## src/rtl/uart_rx_packet_decoder.sv

```systemverilog
// Recovers SOF|LEN|payload|CHK frames from a UART byte stream and streams good payloads out.
// Optional feature: define UART_PKT_TIMEOUT_EN to abort frames stalled mid-reception.
module uart_rx_packet_decoder #(
  parameter int         MAX_LEN        = 16,
  parameter logic [7:0] SOF_BYTE       = 8'h7E,
  parameter int         TIMEOUT_CYCLES = 1000
) (
  input  logic       PCLK,
  input  logic       PRESET,
  input  logic [7:0] RX_DATA,
  input  logic       RX_VALID,
  input  logic       RX_ERR,
  output logic [7:0] OUT_DATA,
  output logic       OUT_VALID,
  output logic       OUT_LAST,
  input  logic       OUT_READY,
  output logic       BUSY,
  output logic       RX_DROP,
  output logic       PKT_OK,
  output logic       PKT_ERR,
  output logic [1:0] ERR_CODE
);

  localparam int         IDX_W     = (MAX_LEN > 1) ? $clog2(MAX_LEN) : 1;
  localparam logic [7:0] MAX_LEN_B = 8'(MAX_LEN);
  localparam logic [1:0] ERR_CHK   = 2'd0;
  localparam logic [1:0] ERR_LEN   = 2'd1;
  localparam logic [1:0] ERR_RX    = 2'd2;
  localparam logic [1:0] ERR_TMO   = 2'd3;

  if (MAX_LEN < 2 || MAX_LEN > 255 || TIMEOUT_CYCLES < 2) begin : g_param_chk
    $error("uart_rx_packet_decoder: parameter out of range");
  end

  typedef enum logic [2:0] {S_IDLE, S_LEN, S_PAYLOAD, S_CHK, S_DRAIN} state_t;

  state_t           state;
  logic [7:0]       pkt_buf [MAX_LEN];
  logic [IDX_W-1:0] len_m1;
  logic [IDX_W-1:0] wr_idx;
  logic [IDX_W-1:0] rd_idx;
  logic [IDX_W-1:0] rd_nxt;
  logic [7:0]       chk_acc;
  logic             in_frame;
  logic             tmo_hit;

  function automatic logic len_ok(input logic [7:0] len);
    return (len != 8'd0) && (len <= MAX_LEN_B);
  endfunction

  assign rd_nxt   = rd_idx + 1'b1;
  assign in_frame = (state == S_LEN) || (state == S_PAYLOAD) || (state == S_CHK);

`ifdef UART_PKT_TIMEOUT_EN
  localparam int TMO_W = $clog2(TIMEOUT_CYCLES);
  logic [TMO_W-1:0] tmo_cnt;

  assign tmo_hit = in_frame && !RX_VALID && (tmo_cnt == TMO_W'(TIMEOUT_CYCLES - 1));

  // Every state entry happens on an RX_VALID or lands in IDLE, so those cases cover "clear on entry".
  always_ff @(posedge PCLK) begin
    if (PRESET || RX_VALID || !in_frame || tmo_hit) begin
      tmo_cnt <= '0;
    end else begin
      tmo_cnt <= tmo_cnt + 1'b1;
    end
  end
`else
  assign tmo_hit = 1'b0;
`endif

  // Payload storage is plain data and is never reset.
  always_ff @(posedge PCLK) begin
    if (state == S_PAYLOAD && RX_VALID) begin
      pkt_buf[wr_idx] <= RX_DATA;
    end
  end

  always_ff @(posedge PCLK) begin
    if (PRESET) begin
      state     <= S_IDLE;
      len_m1    <= '0;
      wr_idx    <= '0;
      rd_idx    <= '0;
      chk_acc   <= '0;
      OUT_DATA  <= '0;
      OUT_VALID <= 1'b0;
      OUT_LAST  <= 1'b0;
      BUSY      <= 1'b0;
      RX_DROP   <= 1'b0;
      PKT_OK    <= 1'b0;
      PKT_ERR   <= 1'b0;
      ERR_CODE  <= '0;
    end else begin
      PKT_OK  <= 1'b0;
      PKT_ERR <= 1'b0;
      RX_DROP <= 1'b0;
      if (tmo_hit) begin
        PKT_ERR  <= 1'b1;
        ERR_CODE <= ERR_TMO;
        state    <= S_IDLE;
      end else begin
        case (state)
          S_IDLE: begin
            if (RX_VALID && !RX_ERR && RX_DATA == SOF_BYTE) state <= S_LEN;
          end
          S_LEN: begin
            if (RX_VALID) begin
              if (RX_ERR || !len_ok(RX_DATA)) begin
                PKT_ERR  <= 1'b1;
                ERR_CODE <= RX_ERR ? ERR_RX : ERR_LEN;
                state    <= S_IDLE;
              end else begin
                len_m1  <= IDX_W'(RX_DATA - 8'd1);
                chk_acc <= RX_DATA;
                wr_idx  <= '0;
                state   <= S_PAYLOAD;
              end
            end
          end
          S_PAYLOAD: begin
            if (RX_VALID) begin
              if (RX_ERR) begin
                PKT_ERR  <= 1'b1;
                ERR_CODE <= ERR_RX;
                state    <= S_IDLE;
              end else begin
                chk_acc <= chk_acc ^ RX_DATA;
                if (wr_idx == len_m1) state <= S_CHK;
                else                  wr_idx <= wr_idx + 1'b1;
              end
            end
          end
          S_CHK: begin
            if (RX_VALID) begin
              if (RX_ERR || RX_DATA != chk_acc) begin
                PKT_ERR  <= 1'b1;
                ERR_CODE <= RX_ERR ? ERR_RX : ERR_CHK;
                state    <= S_IDLE;
              end else begin
                // First payload byte is presented together with the PKT_OK pulse.
                PKT_OK    <= 1'b1;
                state     <= S_DRAIN;
                rd_idx    <= '0;
                OUT_DATA  <= pkt_buf[0];
                OUT_LAST  <= (len_m1 == '0);
                OUT_VALID <= 1'b1;
                BUSY      <= 1'b1;
              end
            end
          end
          S_DRAIN: begin
            RX_DROP <= RX_VALID;
            if (OUT_READY) begin
              if (OUT_LAST) begin
                OUT_VALID <= 1'b0;
                OUT_LAST  <= 1'b0;
                BUSY      <= 1'b0;
                state     <= S_IDLE;
              end else begin
                rd_idx   <= rd_nxt;
                OUT_DATA <= pkt_buf[rd_nxt];
                OUT_LAST <= (rd_nxt == len_m1);
              end
            end
          end
          default: state <= S_IDLE;
        endcase
      end
    end
  end

endmodule

```

## config.mk

```make
export PLATFORM = sky130hd
export DESIGN_NAME = uart_rx_packet_decoder
export DESIGN_NICKNAME = d
export VERILOG_FILES = /design/src/rtl/uart_rx_packet_decoder.sv
export SDC_FILE = /design/constraint.sdc
export NUM_CORES = 1
export LEC_CHECK = 0
export CAP_MARGIN = 40
export CORE_MARGIN = 10
export CORE_UTILIZATION = 53
export DETAILED_ROUTE_END_ITERATION = 12
export PLACE_DENSITY = 0.78
export SYNTH_ARGS = -nofsm -noshare
export SYNTH_HDL_FRONTEND = slang
export SYNTH_SLANG_ARGS = --single-unit
```

## constraint.sdc

```tcl
create_clock -name PCLK -period 5.1 [get_ports PCLK]
set_input_delay 0.51 -clock PCLK [delete_from_list [all_inputs] [get_ports PCLK]]
set_output_delay 0.51 -clock PCLK [all_outputs]
set_load 0.005 [all_outputs]
```

==> results of run 1 <==
[worst paths after layout]
| check | start | end | slack, ns |
|---|---|---|---|
| max | state[1] | pkt_buf[15][2] | 2.29 |
| min | ERR_CODE[1] | ERR_CODE[1] | 0.46 |
| max reg2reg | state[1] | pkt_buf[15][2] | 2.29 |
| min reg2reg | ERR_CODE[1] | ERR_CODE[1] | 0.46 |
[state kept, by name, indices dropped and copies added, names as in the netlist]
signal,flops
BUSY,1
OUT_DATA,8
wr_idx,4
chk_acc,8
rd_idx,4
ERR_CODE,2
PKT_OK,1
RX_DROP,1
PKT_ERR,1
len_m1,4
OUT_LAST,1
state,3
pkt_buf,128
[metal layers]
layer / track usage (%) / vias up
met2: 27.2 / 165
met5: 0 / -
met3: 4.55 / 30
met4: 7.66 / 0
li1: - / 2035
met1: 21.5 / 2277
[area by class of cell]
type                            instances  area (µm²)  share of cell area, %
Clock buffer                           22         518                   6.07
Clock inverter                         10        73.8                  0.865
Multi-Input combinational cell        292        2590                   30.3
Sequential cell                       166        4610                   54.0
Timing Repair Buffer                   51         495                   5.81
Inverter                                8        30.0                  0.352
Tap cell                              180         225                   2.64
[metrics by stage]
stage	instance area, µm²	setup WS [ns]	total power, mW
floorplan	7440	2.93	1.78
global placement	7830	1.90	1.85
detailed placement	7910	1.71	1.86
CTS	8500	2.15	3.12
global route	8530	2.11	3.22
finish	8530	2.29	3.11
[critical path: cells and delay by family, from the launching register on]
family / cells / cell delay (ns)
buffers and inverters: 1 / 0.18
flip-flops: 1 / 0.52
AND/OR/NAND/NOR: 3 / 1.73
[cell usage in the layout (no fill, tap or decap), types with 5 or more instances in the layout]
| master | count |
|---|---|
| nand3_1 | 18 |
| ha_1 | 7 |
| xor2_1 | 13 |
| inv_1 | 8 |
| nand2b_1 | 5 |
| clkbuf_16 | 20 |
| a21oi_1 | 9 |
| dfxtp_1 | 37 |
| edfxtp_1 | 128 |
| nand2_1 | 19 |
| nand3b_1 | 10 |
| clkdlybuf4s50_1 | 28 |
| mux2i_1 | 20 |
| nor3_1 | 20 |
| a211oi_1 | 8 |
| a31oi_1 | 11 |
| xnor2_1 | 6 |
| o31ai_1 | 12 |
| inv_6 | 5 |
| mux4_2 | 32 |
| nor2_1 | 35 |
| buf_4 | 19 |
| o311a_1 | 8 |
[cell families after synthesis]
logic type	Yosys count	synth area share [%]
mux	52	12.4
compound gates	68	6.80
flops	166	61.9
xor+xnor	23	3.11
fa+ha+maj	7	1.18
buf+inv	41	3.33
simple gates	142	11.3
[power by group through the flow]
| stage | clock network, mW | registers (mW) | logic (mW) |
|---|---|---|---|
| after CTS | 1.28 | 1.53 | 0.307 |
| final | 1.27 | 1.53 | 0.314 |
| after global placement | 0 | 1.56 | 0.298 |
| after global routing | 1.34 | 1.53 | 0.346 |
| after detailed placement | 0 | 1.56 | 0.305 |
| after floorplan | 0 | 1.54 | 0.240 |
==> results.toml, run 1 <==
[pwr]
seqPwrFrac_pct = 49.2
p_int_mw = 2.33
p_switching_uw = 784
p_clk_share_pct = 40.7
pwr_density_cell_mw_per_mm2 = 365
switching_share_pct = 25.2
ir_drop_v = 0.000256
leakagePower_nw = 2.76
power_frac_comb_pct = 10.1

[global_routing]
grt_pass1_vias = 4535
grt_max_degree = 37
grt_usage_pct = 17.1
overflow = 0
grt_pass1_wl_um = 25700
antenna_found_initial = 0

[place]
dp_hpwl_um = 10600
port_buffers = 28
gp_congestion = 0.821
place_inst = 694

[detailed_routing]
wl_met3_um = 1130
post_drt_wl_per_cell_um = 22.0
drt-total-wl_um = 16100
final_antenna_net_count = 0
top_layer = "met4"
wl_met2_um = 7830
met1_length_um = 6730
vias = 4507
drc = 0
dr.pass1.iters = 5
drtIter0Drc = 409
via_per_inst = 6.18

[clock_tree]
cts_resized = 0
clock_latency_ns = 0.43
post-cts-setup-buffer-count = 0
tritoncts = "done"
h-tree-depth = 4
cts_sinks = 166
path_clk_slew_ns = 0.06
cts_buffers = 17
root_buffer = "clkbuf_16"
clk_path_buf_depth = 2
holdBufCountCts = 0

[floorplanning]
die_area_mm2 = 0.0192
die_y_um = 138
io_pins = 29
start_util_pct = 53.8
std_cell_rows = 43
die_x_um = 138
coreArea_mm2 = 0.0138

[synthesis]
synth_enable_flop_cells = 128
yosysMostFrequentCell = "edfxtp_1"
synth_top_area_share_pct = 51.7
netlist_area_mm2 = 0.00744
ys_seq_area_share_pct = 61.9
synth_top_cell_by_area = "edfxtp_1"
synth-seq-cells = 166
synth.avg_cell_area_um2 = 14.9
syn_nets = 519
ys_top_cells_by_count = "edfxtp_1 (128), dfxtp_1 (38), nor2_1 (35)"
ys_async_sr_fraction_pct = 0
yosysUniqueCellTypes = 61
ys.flop_type = "edfxtp_1"
yosys_warnings = 0
syn_inst = 499
yosys-top-cells-area = "edfxtp_1 (52%), dfxtp_1 (10%), mux4_2 (9.7%), mux2i_1 (2.7%), nor2_1 (1.8%)"

[finish]
final_layout_size_suffix_gt1_share_pct = 19.9
instances_no_fill = 729
final_util_pct = 61.7
diodes = 0
nets = 556
fill_cells = 1001
area_growth_pct = 14.7

[timing]
min_period_ns = 2.81
fin_setup_tns_ns = 0
hold_slack_ns = 0.461
tightest_slew_ns = 0.904
relSlewSlack_pct = 39.3
rsz0062_at_grt = "false"
clock.fmax_mhz = 355
drv_slew = 0
fin_skew_ns = 0.00792
hold_violations = 0
setup_viol = 0
fin_crit_sh_pct = 55.2

[critical_path]
start_kind = "register"
path_cells = "inv_1 -> nor3_1 -> nand3_1 -> nor2_1"
path_class = "register to register"
required_ns = 5.16
crit_slowest_cell = "nor3_1"
cp-end-kind = "register"
reg2reg_depth = 4
arrival_ns = 2.87
path_max_fanout = 11
max_stage_delay_ns = 0.72

[hold_path]
holdPathStages = 2
hold_path.class = "register to register"

[job]
cap_viol_max_count = 0

[run_status]
status = "finished clean"
Power figures use the tool's default switching activity.
==> inputs of run 2 (changes only) <==
==> constraint.sdc (replaced) <==
create_clock -name PCLK -period 2.71 [get_ports PCLK]
set_input_delay 0.271 -clock PCLK [delete_from_list [all_inputs] [get_ports PCLK]]
set_output_delay 0.271 -clock PCLK [all_outputs]
set_load 0.005 [all_outputs]
==> run 2 against run 1 <==
  * Count of clock-buffer cells in the layout shrank 2
  * Non-clock buffer count up 21
  * Die area unchanged
  * Routed wire length grew 4.8%
  * Total power rose by 82%
  * Global-route usage increased by 0.42 points
  * Cell area increased by 0.73%
  * Clock power increased by 68%
  * Cell count grew 2.9%
==> results.toml, run 2 (synthesized netlist as in run 1, its figures left out) <==
[critical_path]
ff2ff_setup_slack_ns = 0.51
reg2reg_depth = 7
required_ns = 3.01
cp-end-kind = "register"
start_kind = "register"
arrival_ns = 2.50
timing.rr.start = "rd_idx[0]"
path_max_fanout = 34
path_class = "register to register"
r2r-end = "OUT_DATA[3]"

[timing]
finalWorstSetupSlack_ns = 0.515
relSlewSlack_pct = 63.5
clock.fmax_mhz = 456
fin_crit_sh_pct = 81.0
fin_setup_tns_ns = 0
hold_violations = 0
drv_slew = 0
min_period_ns = 2.20
rsz0062_at_grt = "false"
tightest_slew_ns = 0.547
fin_skew_ns = 0.00664
setup_viol = 0

[clock_tree]
tritoncts = "done"
holdBufCountCts = 0
path_clk_slew_ns = 0.06
root_buffer = "clkbuf_16"
cts_sinks = 166
cts_buffers = 17
h-tree-depth = 4
clock_latency_ns = 0.42
cts_resized = 0
post-cts-setup-buffer-count = 0
clk_path_buf_depth = 2

[finish]
largest-register = "pkt_buf"
instances_no_fill = 750
nets = 577
area_growth_pct = 15.6
final_layout_size_suffix_gt1_share_pct = 21.8
diodes = 0
final_util_pct = 62.2
layout_common_cells = "edfxtp_1 (128), buf_4 (42), dfxtp_1 (37)"
biggestRegsByFlops = "pkt_buf: 128 flops, OUT_DATA: 8 flops, chk_acc: 8 flops"
largest_reg_flops = 128
final_common_cell = "edfxtp_1"

[hold_path]
hold_path.class = "register to register"
min_from = "ERR_CODE[1]"
min_to = "ERR_CODE[1]"
holdPathStages = 2

[place]
place_ws_ns = 0.110
place_inst = 718
dp_hpwl_um = 11100
gp_congestion = 0.881
port_buffers = 28

[global_routing]
met1_usage_pct = 22.9
grt-busiest-layer = "met2"
grtUsageMet2_pct = 28.2
grt_pass1_vias = 4721
grt_pass1_wl_um = 26500
grt_usage_pct = 17.5
grt_max_degree = 37
grt.met3_usage_pct = 4.35
overflow = 0
antenna_found_initial = 0

[pwr]
leakagePower_nw = 2.80
pwr_density_cell_mw_per_mm2 = 659
ir_drop_v = 0.000608
finalPower_mw = 5.66

[floorplanning]
start_util_pct = 53.8
coreArea_mm2 = 0.0138
io_pins = 29
die_x_um = 138
std_cell_rows = 43
die_y_um = 138
die_area_mm2 = 0.0192

[detailed_routing]
vias = 4666
drt-total-wl_um = 16800
via_per_inst = 6.22
drtIter0Drc = 423
post_drt_wl_per_cell_um = 22.5
final_antenna_net_count = 0
drc = 0
dr.pass1.iters = 5

[run_status]
status = "finished clean"

[job]
cap_viol_max_count = 0
run 2: layout make-up:
class	count	area (µm²)
fill	952	5230
sequential	166	4610
multi-input combinational	292	2590
timing repair buffer	72	636
clock buffer	20	437
tap	180	225
clock inverter	12	77.6
inverter	8	30.0
run 2: stage by stage:
stage	cell area, µm²	hold WS (ns)
global route	8600	0.489
detailed placement	8080	0.456
floorplan	7440	0.367
finish	8600	0.460
global placement	8080	0.453
CTS	8600	0.465
run 2: metal layers:
| metal | vias up | wire length [µm] |
|---|---|---|
| met3 | 24 | 1260 |
| met2 | 200 | 8110 |
| li1 | 2082 | - |
| met1 | 2360 | 7200 |
| met4 | 0 | 264 |
| met5 | - | 0 |
run 2: worst max-delay path by stage:
stage / end / start / slack, ns / cells past startpoint
after floorplan: pkt_buf[2][0] / state[0] / 0.54 / 4
final: OUT_DATA[3] / rd_idx[0] / 0.51 / 7
after global placement: wr_idx[3] / RX_DATA[1] / 0.14 / 8
after CTS: OUT_DATA[3] / rd_idx[0] / 0.48 / 7
after detailed placement: wr_idx[3] / RX_DATA[1] / 0.11 / 8
after global routing: OUT_DATA[2] / rd_idx[1] / 0.41 / 6
run 2: report_power, final:
group	internal (mW)	total [mW]	switching (mW)
clock	1.17	2.13	0.965
combinational	0.243	0.650	0.407
sequential	2.80	2.88	0.0846
run 2: critical path, stage by stage, from the launching register on:
cell and delay (ns):
dfxtp_2 0.33, ha_1 0.32, buf_12 0.22, mux4_2 0.36
mux2i_1 0.33, nor3_1 0.08, a211oi_1 0.28, a21oi_1 0.11
==> inputs of run 3 (changes only) <==
--- a/config.mk
+++ b/config.mk
@@ -9,7 +9,7 @@
 export CORE_MARGIN = 10
 export CORE_UTILIZATION = 53
 export DETAILED_ROUTE_END_ITERATION = 12
-export PLACE_DENSITY = 0.78
+export PLACE_DENSITY = 0.81
 export SYNTH_ARGS = -nofsm -noshare
 export SYNTH_HDL_FRONTEND = slang
 export SYNTH_SLANG_ARGS = --single-unit
==> constraint.sdc (replaced) <==
create_clock -name PCLK -period 2 [get_ports PCLK]
set_input_delay 0.2 -clock PCLK [delete_from_list [all_inputs] [get_ports PCLK]]
set_output_delay 0.2 -clock PCLK [all_outputs]
set_load 0.005 [all_outputs]
==> run 3 against run 2 <==
  * Setup slack got worse by 0.50 ns
  * Fmax increased by 11%
  * Hold slack got worse by 0.044 ns
  * Clock skew increased by 0.0066 ns
  * First-iteration DRC count increased by 30%
  * Global-route usage increased by 2.3 points
  * Critical path depth unchanged
  * Routed wire length increased by 14%
  * Critical path type unchanged
  * Non-clock buffer count increased by 41
  * Sequential power increased by 35%
  * Highest routed layer unchanged
==> results.toml, run 3 (synthesized netlist as in run 1, its figures left out) <==
[pwr]
switching_share_pct = 26.1
leakagePower_nw = 3.10
p_clk_share_pct = 38.7
p_int_mw = 5.95
p_switching_mw = 2.10
power_frac_comb_pct = 12.9
pwr_density_cell_mw_per_mm2 = 876
ir_drop_v = 0.000639
seqPwrFrac_pct = 48.3

[clock_tree]
clock_latency_ns = 0.43
holdBufCountCts = 0
tritoncts = "done"
cts_sinks = 166
h-tree-depth = 4
path_clk_slew_ns = 0.07
root_buffer = "clkbuf_16"
clk_path_buf_depth = 2
cts_buffers = 17

[detailed_routing]
top_layer = "met4"
dr.pass1.iters = 5
vias = 5014
wl_met2_um = 9930
via_per_inst = 6.34
drt-total-wl_um = 19200
drc = 0
post_drt_wl_per_cell_um = 24.3
met1_length_um = 7350
drtIter0Drc = 549
final_antenna_net_count = 0
wl_met3_um = 1410

[floorplanning]
io_pins = 29
std_cell_rows = 43
die_y_um = 138
start_util_pct = 53.8
die_area_mm2 = 0.0192
coreArea_mm2 = 0.0138
die_x_um = 138

[global_routing]
antenna_found_initial = 0
overflow = 0
grt_usage_pct = 19.8
grt_pass1_vias = 4946
grt_max_degree = 25
grt_pass1_wl_um = 29500

[timing]
tightest_slew_ns = 0.542
finalWorstSetupSlack_ns = 0.0136
relSlewSlack_pct = 63.3
fin_crit_sh_pct = 99.3
setup_viol = 0
fin_setup_tns_ns = 0
rsz0062_at_grt = "true"
min_period_ns = 1.99
fin_skew_ns = 0.0133
clock.fmax_mhz = 503
drv_slew = 0
hold_slack_ns = 0.416
hold_violations = 0

[critical_path]
ff2ff_setup_slack_ns = 0.01
start_kind = "register"
arrival_ns = 2.30
required_ns = 2.31
reg2reg_depth = 7
cp-end-kind = "register"
path_max_fanout = 6
timing.rr.start = "rd_idx[0]"
path_class = "register to register"
r2r-end = "OUT_DATA[7]"

[hold_path]
min_to = "chk_acc[1]"
holdPathStages = 4
hold_path.class = "primary input to register"
min_from = "RX_DATA[1]"

[finish]
final_common_cell = "edfxtp_1"
instances_no_fill = 791
largest-register = "pkt_buf"
diodes = 0
final_layout_size_suffix_gt1_share_pct = 30.4
largest_reg_flops = 128
layout_common_cells = "edfxtp_1 (128), buf_4 (74), dfxtp_1 (35), nor2_1 (35), mux4_2 (32)"
nets = 618
biggestRegsByFlops = "pkt_buf: 128 flops, OUT_DATA: 8 flops, chk_acc: 8 flops"
area_growth_pct = 23.4

[place]
gp_congestion = 0.911
place_inst = 754
port_buffers = 28
dp_hpwl_um = 12100
place_ws_ns = -0.440

[job]
cap_viol_max_count = 0

[run_status]
status = "finished clean"
[run 3: changes by cell type in the layout (fill, tap and decap cells not counted), moves of 3 or more]
cell / delta
buf_4: +32
mux2i_1: -8
buf_12: +5
mux2i_2: +5
clkinv_1: -3
mux2i_4: +3
[run 3: how the worst max path moves through the flow]
| stage | end | slack (ns) | from | cells past startpoint |
|---|---|---|---|---|
| 2_1_floorplan | pkt_buf[2][0] | -0.17 | state[0] | 4 |
| 3_3_place_gp | wr_idx[3] | -0.38 | RX_DATA[1] | 8 |
| 3_5_place_dp | wr_idx[3] | -0.44 | RX_DATA[1] | 8 |
| 4_1_cts | OUT_DATA[2] | -0.03 | rd_idx[0] | 8 |
| 5_1_grt | OUT_DATA[7] | -0.04 | rd_idx[0] | 7 |
| 6_report | OUT_DATA[7] | 0.01 | rd_idx[0] | 7 |
[run 3: power groups by stage]
stage	Combinational, mW	Sequential (mW)	Clock [mW]
2_1_floorplan	0.612	3.92	0
3_3_place_gp	0.947	3.95	0
3_5_place_dp	0.994	3.96	0
4_1_cts	1.01	3.88	3.13
6_report	1.04	3.89	3.11
5_1_grt	1.11	3.90	3.30
[run 3: worst max-delay path, cell delays in order, from the launching register on]
cell and delay, ns:
dfxtp_4 0.37, ha_4 0.34, buf_12 0.15, buf_6 0.12, mux4_2 0.31, mux2i_2 0.20
o31ai_2 0.09, o311a_1 0.29
[run 3: through the flow]
| step | power, mW | utilization [%] | instance area (µm²) |
|---|---|---|---|
| finish | 8.04 | 66.4 | 9180 |
| global route | 8.31 | 66.4 | 9180 |
| CTS | 8.02 | 65.9 | 9110 |
| detailed placement | 4.95 | 60.7 | 8390 |
| global placement | 4.90 | 60.7 | 8390 |
| floorplan | 4.53 | - | 7440 |
[run 3: what timing repair did]
action                                  4_1_cts  5_1_grt
gates resized for setup                      15       18
gates cloned                                  3        1
endpoints found under the setup margin        9       16
pin swaps                                     2        5
buffers inserted                              2        1
[run 3: area by class of cell]
class / count / area [µm²]
Clock buffer: 19 / 433
Clock inverter: 13 / 121
Fill cell: 889 / 4650
Inverter: 8 / 30.0
Multi-Input combinational cell: 292 / 2710
Sequential cell: 166 / 4610
Tap cell: 180 / 225
Timing Repair Buffer: 113 / 1050
[run 3: routing by layer]
metal,vias to the layer above,global-route usage (%)
li1,2170,-
met1,2511,24.4
met2,290,33.0
met3,43,4.59
met4,0,8.16
met5,-,0
